[config.mk]
export PLATFORM = sky130hd
export DESIGN_NAME = udp_rx_port_demux
export DESIGN_NICKNAME = d
export VERILOG_FILES = /design/src/rtl/udp_rx_port_demux.sv
export SDC_FILE = /design/constraint.sdc
export NUM_CORES = 1
export LEC_CHECK = 0
export BUFFER_PORTS_ARGS = -buffer_cell sky130_fd_sc_hd__buf_2
export CAP_MARGIN = 25
export CORE_MARGIN = 3
export CORE_UTILIZATION = 33
export CTS_BUF_LIST = sky130_fd_sc_hd__clkbuf_8
export DETAILED_ROUTE_END_ITERATION = 16
export PLACE_DENSITY = 0.62
export RECOVER_POWER = 50
export SLEW_MARGIN = 20
export SYNTH_ARGS = -nofsm -noshare
export SYNTH_HDL_FRONTEND = slang
export SYNTH_SLANG_ARGS = --single-unit
[constraint.sdc]
create_clock -name axi_tclk -period 2.66 [get_ports axi_tclk]
set_input_delay 0.399 -clock axi_tclk [delete_from_list [all_inputs] [get_ports axi_tclk]]
set_output_delay 0.399 -clock axi_tclk [all_outputs]
set_load 0.005 [all_outputs]
[src/rtl/udp_rx_port_demux.sv]
// udp_rx_port_demux
//   Receive-side Ethernet II / IPv4 / UDP parser. Filters incoming MAC rx
//   frames by destination MAC, destination IP and NUM_CH UDP listen ports,
//   then forwards each accepted payload as one packet on a single output
//   stream tagged with the matched channel index and source IP/port.
//
// Ports
//   axi_tclk, axi_tresetn    clock, asynchronous active-low reset
//   rx_axis_*                8-bit frame stream from MAC (no preamble/FCS)
//   m_axis_*                 8-bit payload stream, tdest = channel index,
//                            tuser = truncated/errored packet (with tlast)
//   m_src_ip, m_src_port     source IP / UDP port of the current packet
//   app_mac, app_ip          local addresses (broadcast also accepted)
//   listen_ports             channel i port at [16i+15:16i], 0 = disabled
//   stat_rx_good/_drop       saturating accepted / rejected frame counters
module udp_rx_port_demux #(
  parameter int NUM_CH = 4,
  parameter int CH_W   = 2,
  parameter int STAT_W = 16
) (
  input  logic                 axi_tclk,
  input  logic                 axi_tresetn,
  input  logic [7:0]           rx_axis_tdata,
  input  logic                 rx_axis_tvalid,
  input  logic                 rx_axis_tlast,
  input  logic                 rx_axis_tuser,
  output logic                 rx_axis_tready,
  output logic [7:0]           m_axis_tdata,
  output logic                 m_axis_tvalid,
  output logic                 m_axis_tlast,
  output logic                 m_axis_tuser,
  output logic [CH_W-1:0]      m_axis_tdest,
  input  logic                 m_axis_tready,
  output logic [31:0]          m_src_ip,
  output logic [15:0]          m_src_port,
  input  logic [47:0]          app_mac,
  input  logic [31:0]          app_ip,
  input  logic [NUM_CH*16-1:0] listen_ports,
  output logic [STAT_W-1:0]    stat_rx_good,
  output logic [STAT_W-1:0]    stat_rx_drop
);

  typedef enum logic [1:0] {IDLE, HDR, PAYLOAD, DROP} state_t;

  state_t            state_reg;
  logic [5:0]        byte_cnt_reg;
  logic              mac_uni_reg, mac_bc_reg, ip_uni_reg, ip_bc_reg;
  logic [7:0]        hi_reg;          // high byte of the 16-bit field in flight
  logic [CH_W-1:0]   ch_reg;
  logic [15:0]       rem_reg;
  logic [31:0]       src_ip_sh_reg;
  logic [15:0]       src_port_sh_reg;
  logic              first_reg;
  logic [7:0]        m_data_reg;
  logic              m_valid_reg, m_last_reg, m_user_reg;
  logic [CH_W-1:0]   m_dest_reg;
  logic [31:0]       m_ip_reg;
  logic [15:0]       m_port_reg;
  logic [STAT_W-1:0] good_reg, drop_reg;

  logic              rx_fire, out_ready, in_hdr;
  logic [5:0]        idx;
  logic [7:0]        exp_byte;
  logic              mac_uni_now, mac_bc_now, ip_uni_now, ip_bc_now;
  logic [NUM_CH-1:0] port_hit;
  logic              ch_hit;
  logic [CH_W-1:0]   ch_sel;
  logic [15:0]       udp_len;
  logic              hdr_fail, good_inc, drop_inc;

  assign out_ready      = !m_valid_reg || m_axis_tready;
  assign rx_axis_tready = (state_reg == PAYLOAD) ? out_ready : 1'b1;
  assign rx_fire        = rx_axis_tvalid && rx_axis_tready;
  assign in_hdr         = (state_reg == IDLE) || (state_reg == HDR);
  // The byte taken in IDLE is header offset 0.
  assign idx            = (state_reg == IDLE) ? 6'd0 : byte_cnt_reg;
  assign udp_len        = {hi_reg, rx_axis_tdata};

  always_comb begin
    exp_byte = 8'h00;
    case (idx)
      6'd0:  exp_byte = app_mac[47:40];
      6'd1:  exp_byte = app_mac[39:32];
      6'd2:  exp_byte = app_mac[31:24];
      6'd3:  exp_byte = app_mac[23:16];
      6'd4:  exp_byte = app_mac[15:8];
      6'd5:  exp_byte = app_mac[7:0];
      6'd30: exp_byte = app_ip[31:24];
      6'd31: exp_byte = app_ip[23:16];
      6'd32: exp_byte = app_ip[15:8];
      6'd33: exp_byte = app_ip[7:0];
      default: exp_byte = 8'h00;
    endcase
  end

  // Unicast and broadcast matches are tracked separately byte by byte so a
  // mix of the two (e.g. ff:ff:00:...) is still rejected.
  assign mac_uni_now = ((idx == 6'd0)  ? 1'b1 : mac_uni_reg) && (rx_axis_tdata == exp_byte);
  assign mac_bc_now  = ((idx == 6'd0)  ? 1'b1 : mac_bc_reg)  && (rx_axis_tdata == 8'hFF);
  assign ip_uni_now  = ((idx == 6'd30) ? 1'b1 : ip_uni_reg)  && (rx_axis_tdata == exp_byte);
  assign ip_bc_now   = ((idx == 6'd30) ? 1'b1 : ip_bc_reg)   && (rx_axis_tdata == 8'hFF);

  generate
    for (genvar gi = 0; gi < NUM_CH; gi++) begin : g_port
      assign port_hit[gi] = (listen_ports[16*gi +: 16] != 16'd0) &&
                            (listen_ports[16*gi +: 16] == udp_len);
    end
  endgenerate

  // Lowest channel index wins when several channels listen on one port.
  always_comb begin
    ch_sel = '0;
    for (int i = NUM_CH - 1; i >= 0; i--) begin
      if (port_hit[i]) ch_sel = CH_W'(i);
    end
  end
  assign ch_hit = |port_hit;

  always_comb begin
    hdr_fail = 1'b0;
    if (idx <= 6'd5)                       hdr_fail = !(mac_uni_now || mac_bc_now);
    else if (idx == 6'd12)                 hdr_fail = (rx_axis_tdata != 8'h08);
    else if (idx == 6'd13)                 hdr_fail = (rx_axis_tdata != 8'h00);
    else if (idx == 6'd14)                 hdr_fail = (rx_axis_tdata != 8'h45);
    else if (idx == 6'd20)                 hdr_fail = (rx_axis_tdata[5:0] != 6'd0);
    else if (idx == 6'd21)                 hdr_fail = (rx_axis_tdata != 8'h00);
    else if (idx == 6'd23)                 hdr_fail = (rx_axis_tdata != 8'd17);
    else if (idx >= 6'd30 && idx <= 6'd33) hdr_fail = !(ip_uni_now || ip_bc_now);
    else if (idx == 6'd37)                 hdr_fail = !ch_hit;
    else if (idx == 6'd39)                 hdr_fail = (udp_len <= 16'd8);
  end

  // A frame ending before the header is complete is also a rejected frame.
  assign drop_inc = in_hdr && rx_fire && (hdr_fail || (rx_axis_tlast && idx != 6'd41));
  assign good_inc = (state_reg == PAYLOAD) && rx_fire && (rem_reg == 16'd1);

  always_ff @(posedge axi_tclk or negedge axi_tresetn) begin
    if (!axi_tresetn) begin
      state_reg       <= IDLE;
      byte_cnt_reg    <= '0;
      mac_uni_reg     <= 1'b0;
      mac_bc_reg      <= 1'b0;
      ip_uni_reg      <= 1'b0;
      ip_bc_reg       <= 1'b0;
      hi_reg          <= '0;
      ch_reg          <= '0;
      rem_reg         <= '0;
      src_ip_sh_reg   <= '0;
      src_port_sh_reg <= '0;
      first_reg       <= 1'b0;
      m_data_reg      <= '0;
      m_valid_reg     <= 1'b0;
      m_last_reg      <= 1'b0;
      m_user_reg      <= 1'b0;
      m_dest_reg      <= '0;
      m_ip_reg        <= '0;
      m_port_reg      <= '0;
    end else begin
      if (m_valid_reg && m_axis_tready) m_valid_reg <= 1'b0;
      case (state_reg)
        IDLE, HDR: begin
          if (rx_fire) begin
            mac_uni_reg  <= mac_uni_now;
            mac_bc_reg   <= mac_bc_now;
            ip_uni_reg   <= ip_uni_now;
            ip_bc_reg    <= ip_bc_now;
            hi_reg       <= rx_axis_tdata;
            byte_cnt_reg <= idx + 6'd1;
            if (idx >= 6'd26 && idx <= 6'd29) src_ip_sh_reg   <= {src_ip_sh_reg[23:0], rx_axis_tdata};
            if (idx == 6'd34 || idx == 6'd35) src_port_sh_reg <= {src_port_sh_reg[7:0], rx_axis_tdata};
            if (idx == 6'd37) ch_reg  <= ch_sel;
            if (idx == 6'd39) rem_reg <= udp_len - 16'd8;
            if (hdr_fail)                state_reg <= rx_axis_tlast ? IDLE : DROP;
            else if (rx_axis_tlast)      state_reg <= IDLE;
            else if (idx == 6'd41) begin
              state_reg <= PAYLOAD;
              first_reg <= 1'b1;
            end else                     state_reg <= HDR;
          end
        end
        PAYLOAD: begin
          // rx_fire here implies the output register is free this cycle.
          if (rx_fire) begin
            m_valid_reg <= 1'b1;
            m_data_reg  <= rx_axis_tdata;
            m_dest_reg  <= ch_reg;
            rem_reg     <= rem_reg - 16'd1;
            first_reg   <= 1'b0;
            if (first_reg) begin
              m_ip_reg   <= src_ip_sh_reg;
              m_port_reg <= src_port_sh_reg;
            end
            if (rem_reg == 16'd1) begin
              m_last_reg <= 1'b1;
              m_user_reg <= rx_axis_tlast && rx_axis_tuser;
              // Trailing Ethernet padding is swallowed in DROP.
              state_reg  <= rx_axis_tlast ? IDLE : DROP;
            end else if (rx_axis_tlast) begin
              m_last_reg <= 1'b1;
              m_user_reg <= 1'b1;
              state_reg  <= IDLE;
            end else begin
              m_last_reg <= 1'b0;
              m_user_reg <= 1'b0;
            end
          end
        end
        DROP: begin
          if (rx_fire && rx_axis_tlast) state_reg <= IDLE;
        end
        default: state_reg <= IDLE;
      endcase
    end
  end

  always_ff @(posedge axi_tclk or negedge axi_tresetn) begin
    if (!axi_tresetn) begin
      good_reg <= '0;
      drop_reg <= '0;
    end else begin
      if (good_inc && good_reg != {STAT_W{1'b1}}) good_reg <= good_reg + 1'b1;
      if (drop_inc && drop_reg != {STAT_W{1'b1}}) drop_reg <= drop_reg + 1'b1;
    end
  end

  assign m_axis_tdata  = m_data_reg;
  assign m_axis_tvalid = m_valid_reg;
  assign m_axis_tlast  = m_last_reg;
  assign m_axis_tuser  = m_user_reg;
  assign m_axis_tdest  = m_dest_reg;
  assign m_src_ip      = m_ip_reg;
  assign m_src_port    = m_port_reg;
  assign stat_rx_good  = good_reg;
  assign stat_rx_drop  = drop_reg;

endmodule

==> out/qor.json <==
{
  "status": {"value": "finished with violations"},
  "failed_checks": {"value": "setup timing"},
  "wire_length_of_the_first_global_routing_pass": {"value": 50300, "unit": "um"},
  "floorplan.io_pins": {"value": 252},
  "drt_pass1_iterations": {"value": 5},
  "place_congestion": {"value": 0.924},
  "share_of_cells_above_drive_strength_1": {"value": 43.3, "unit": "%"},
  "finalPower": {"value": 0.00979, "unit": "W"},
  "synth_cell_types": {"value": 69},
  "deepest_level_of_the_cts_h_tree": {"value": 4},
  "mappedNetlistNets": {"value": 1155},
  "sequentialPowerShare": {"value": 36.2, "unit": "%"},
  "initial_utilization": {"value": 33.7, "unit": "%"},
  "drt-wirelength-per-cell": {"value": 17.3, "unit": "um"},
  "p_sw": {"value": 0.00366, "unit": "W"},
  "setup-violations-final": {"value": 16},
  "cts.reportedPaths.clkPinSlew": {"value": 90, "unit": "ps"},
  "met2_usage_grt": {"value": 32.6, "unit": "%"},
  "slowest_delay": {"value": 440, "unit": "ps"},
  "ys.flop_type": {"value": "dfrtp_1"},
  "chipHeight": {"value": 180, "unit": "um"},
  "synth_fa_ha_area_share": {"value": 0.623, "unit": "%"},
  "synthMuxAreaShare": {"value": 13.4, "unit": "%"},
  "postSynthRegisterBits": {"value": 180},
  "rsz0062_at_grt": {"value": "yes"},
  "grt_use_total": {"value": 19.1, "unit": "%"},
  "numCtsBuffers": {"value": 17},
  "setup.worst_path.start": {"value": "byte_cnt_reg[4]"},
  "fin_setup_tns": {"value": -3260, "unit": "ps"},
  "critical_path.slowest_cell": {"value": "dfrtp_2"},
  "combinational_family_with_the_most_area_after_synthesis": {"value": "simple AND/OR/NAND/NOR gates"},
  "grtUsageMet1": {"value": 25.8, "unit": "%"},
  "cp_data_arrival_time": {"value": 3290, "unit": "ps"},
  "mostFrequentLayoutCells": {"value": "buf_2 (231), buf_4 (199), dfrtp_1 (178)"},
  "vias": {"value": 9144},
  "n_antenna_cell": {"value": 0},
  "layout_setup_ws": {"value": -287, "unit": "ps"},
  "switching_share": {"value": 37.4, "unit": "%"},
  "final_period_minus_worst_setup_slack": {"value": 2950, "unit": "ps"},
  "most_common_cell_after_layout_fill_and_taps_aside": {"value": "buf_2"},
  "crit_family": {"value": "compound AO/OA/AOI/OAI gates"},
  "cts_max_path_bufs": {"value": 2},
  "grt_max_degree": {"value": 91},
  "worst_slew_margin_rel": {"value": 13.3, "unit": "%"},
  "clkLatencyLatePin": {"value": 460, "unit": "ps"},
  "area_growth_syn_to_layout": {"value": 36.2, "unit": "%"},
  "fin_worst_hold_slack": {"value": 139, "unit": "ps"},
  "dr.first_iter.drc_count": {"value": 572},
  "criticalPathCategory": {"value": "reg -> reg"},
  "core_region_area": {"value": 0.0298, "unit": "mm2"},
  "vdd.ir_drop.worst": {"value": 0.384, "unit": "mV"},
  "internal_power": {"value": 0.00612, "unit": "W"},
  "tightestPinTransition": {"value": 1300, "unit": "ps"},
  "synth_sequential_area_ratio": {"value": 44.9, "unit": "%"},
  "area_of_the_die": {"value": 0.0326, "unit": "mm2"},
  "timing.critical_path.fanout_max": {"value": 14},
  "num-nets-final": {"value": 1578},
  "critical_path_required": {"value": 3010, "unit": "ps"},
  "die_x": {"value": 180, "unit": "um"},
  "clock_power_share": {"value": 18.4, "unit": "%"},
  "critical_path.reg2reg.startpoint": {"value": "byte_cnt_reg[4]"},
  "portBuffers": {"value": 251},
  "pwr-share-comb": {"value": 45.4, "unit": "%"},
  "cts.sink_count": {"value": 180},
  "groute.layer.met3.usage": {"value": 2.75, "unit": "%"},
  "number_of_max_slew_violations_in_the_final_report": {"value": 0},
  "crit_path_cell_trace": {"value": "buf_4, nor2_1, a31o_1, buf_4, o2bb2ai_1, nor4_1, buf_4, xnor2_1, nand4_1, a211oi_2, a2bb2oi_2, buf_12, and4bb_1, xor2_1"},
  "rrSetupSlack": {"value": -290, "unit": "ps"},
  "route.detailed.vias_per_inst": {"value": 5.04},
  "cts_root_buf": {"value": "clkbuf_8"},
  "post_synth_inst_count": {"value": 992},
  "number_of_remaining_drc_errors": {"value": 0},
  "synth-async-reset-ratio": {"value": 100, "unit": "%"},
  "worst_clock_skew": {"value": 12.5, "unit": "ps"},
  "timing.critical_path.mode_cell": {"value": "buf_4"},
  "vias_in_the_first_global_route": {"value": 9380},
  "grt_overflow": {"value": 0},
  "detailedPlace.worstSlack": {"value": -414, "unit": "ps"},
  "synth.yosys.warnings": {"value": 0},
  "final_count_of_hold_timing_violations": {"value": 0},
  "synth_edf_count": {"value": 0},
  "critical_path.n_buffers_inverters": {"value": 4},
  "powerDensity": {"value": 716, "unit": "mW/mm2"},
  "timing.critical_path.to_type": {"value": "flop"},
  "cellLeakagePower": {"value": 6.77, "unit": "nW"},
  "critPathLaunchType": {"value": "flop"},
  "top_usage_layer": {"value": "met2"},
  "synth_compound_area_share": {"value": 9.35, "unit": "%"},
  "synth_area_per_cell": {"value": 10.1, "unit": "um2"},
  "final_antenna_net_count": {"value": 0},
  "synth_simple_gate_area_share": {"value": 18.1, "unit": "%"},
  "holdCritStartpoint": {"value": "m_axis_tready"},
  "maxCapViolations": {"value": 0},
  "row_count": {"value": 63},
  "timing.final.crit_share": {"value": 111, "unit": "%"},
  "fmax": {"value": 339, "unit": "MHz"},
  "post_synth_instance_area": {"value": 0.0100, "unit": "mm2"},
  "detailedPlacementHpwl": {"value": 24600, "unit": "um"},
  "hold_path_class": {"value": "in -> reg"},
  "initial_antenna_violation_count": {"value": 0},
  "wirelength_routed": {"value": 31400, "unit": "um"},
  "synthXorXnorAreaFrac": {"value": 10.0, "unit": "%"},
  "cts_tree": {"value": "built"}
}
-- final timing paths --
check	depth (start not counted)	to
max in group asynchronous	3	byte_cnt_reg[4]
setup reg to reg	14	stat_rx_drop[11]
setup / recovery	14	stat_rx_drop[11]
min in group asynchronous	2	stat_rx_good[12]
hold / removal	2	m_axis_tvalid
hold reg to reg	2	m_axis_tdest[0]
-- power groups by stage --
| stage | Sequential, W | Clock, W | Combinational, W |
|---|---|---|---|
| floorplan | 0.00338 | 0 | 0.00244 |
| global route | 0.00360 | 0.00199 | 0.00484 |
| finish | 0.00354 | 0.00181 | 0.00444 |
| detailed placement | 0.00357 | 0 | 0.00429 |
| global placement | 0.00356 | 0 | 0.00424 |
| CTS | 0.00352 | 0.00188 | 0.00435 |
-- kinds of logic after synthesis --
family                   after synthesis
buffers and inverters                 78
AND/OR/NAND/NOR                      353
AO/OA/AOI/OAI                        141
adder cells (fa/ha/maj)                5
XOR/XNOR                             115
multiplexers                         120
flip-flops                           180
-- synthesized netlist by cell type, types with 13 or more instances --
cell	number	area share, %
nand2_1	93	3.5
nor2_1	69	2.6
nor3_1	18	0.90
mux2_2	105	12
and3_1	13	0.81
nand3_1	32	1.6
o21ai_0	39	1.9
nor4_1	34	2.1
nand4_1	37	2.3
inv_1	14	0.52
dfrtp_1	180	45
mux2i_1	13	1.3
buf_2	33	1.6
xor2_1	47	4.1
clkbuf_1	22	0.82
a21oi_1	34	1.7
xnor2_1	68	5.9
-- timing repair --
item | 4_1_cts | 5_1_grt
buffers inserted | 2 | 3
pin swaps | 2 | 6
endpoints found under the setup margin | 17 | 24
resized for setup | 10 | 22
endpoints found under the hold margin | 14 | 0
hold buffers | 1 | 0
-- layer usage --
| metal | vias up | share of wire, % |
|---|---|---|
| li1 | 4398 | - |
| met5 | - | 0 |
| met4 | 0 | 1.2 |
| met2 | 303 | 49 |
| met3 | 29 | 5.4 |
| met1 | 4414 | 45 |
-- metrics by stage --
step	instance area, um2	util [%]	std cells
3_5_place_dp	13200	44.3	1780
6_report	13700	45.9	1816
3_3_place_gp	13200	44.3	1780
4_1_cts	13600	45.7	1813
2_1_floorplan	10000	-	992
5_1_grt	13700	45.9	1816
-- layout make-up --
cell class                 instances  area (um2)
fill                            2916       16100
clock buffer                      20         275
tap                              390         488
timing repair buffer             468        2970
multi-input combinational        734        5290
clock inverter                    10         100
sequential                       180        4510
inverter                          14        52.6
Note: power is estimated with default switching activity, not from simulation.
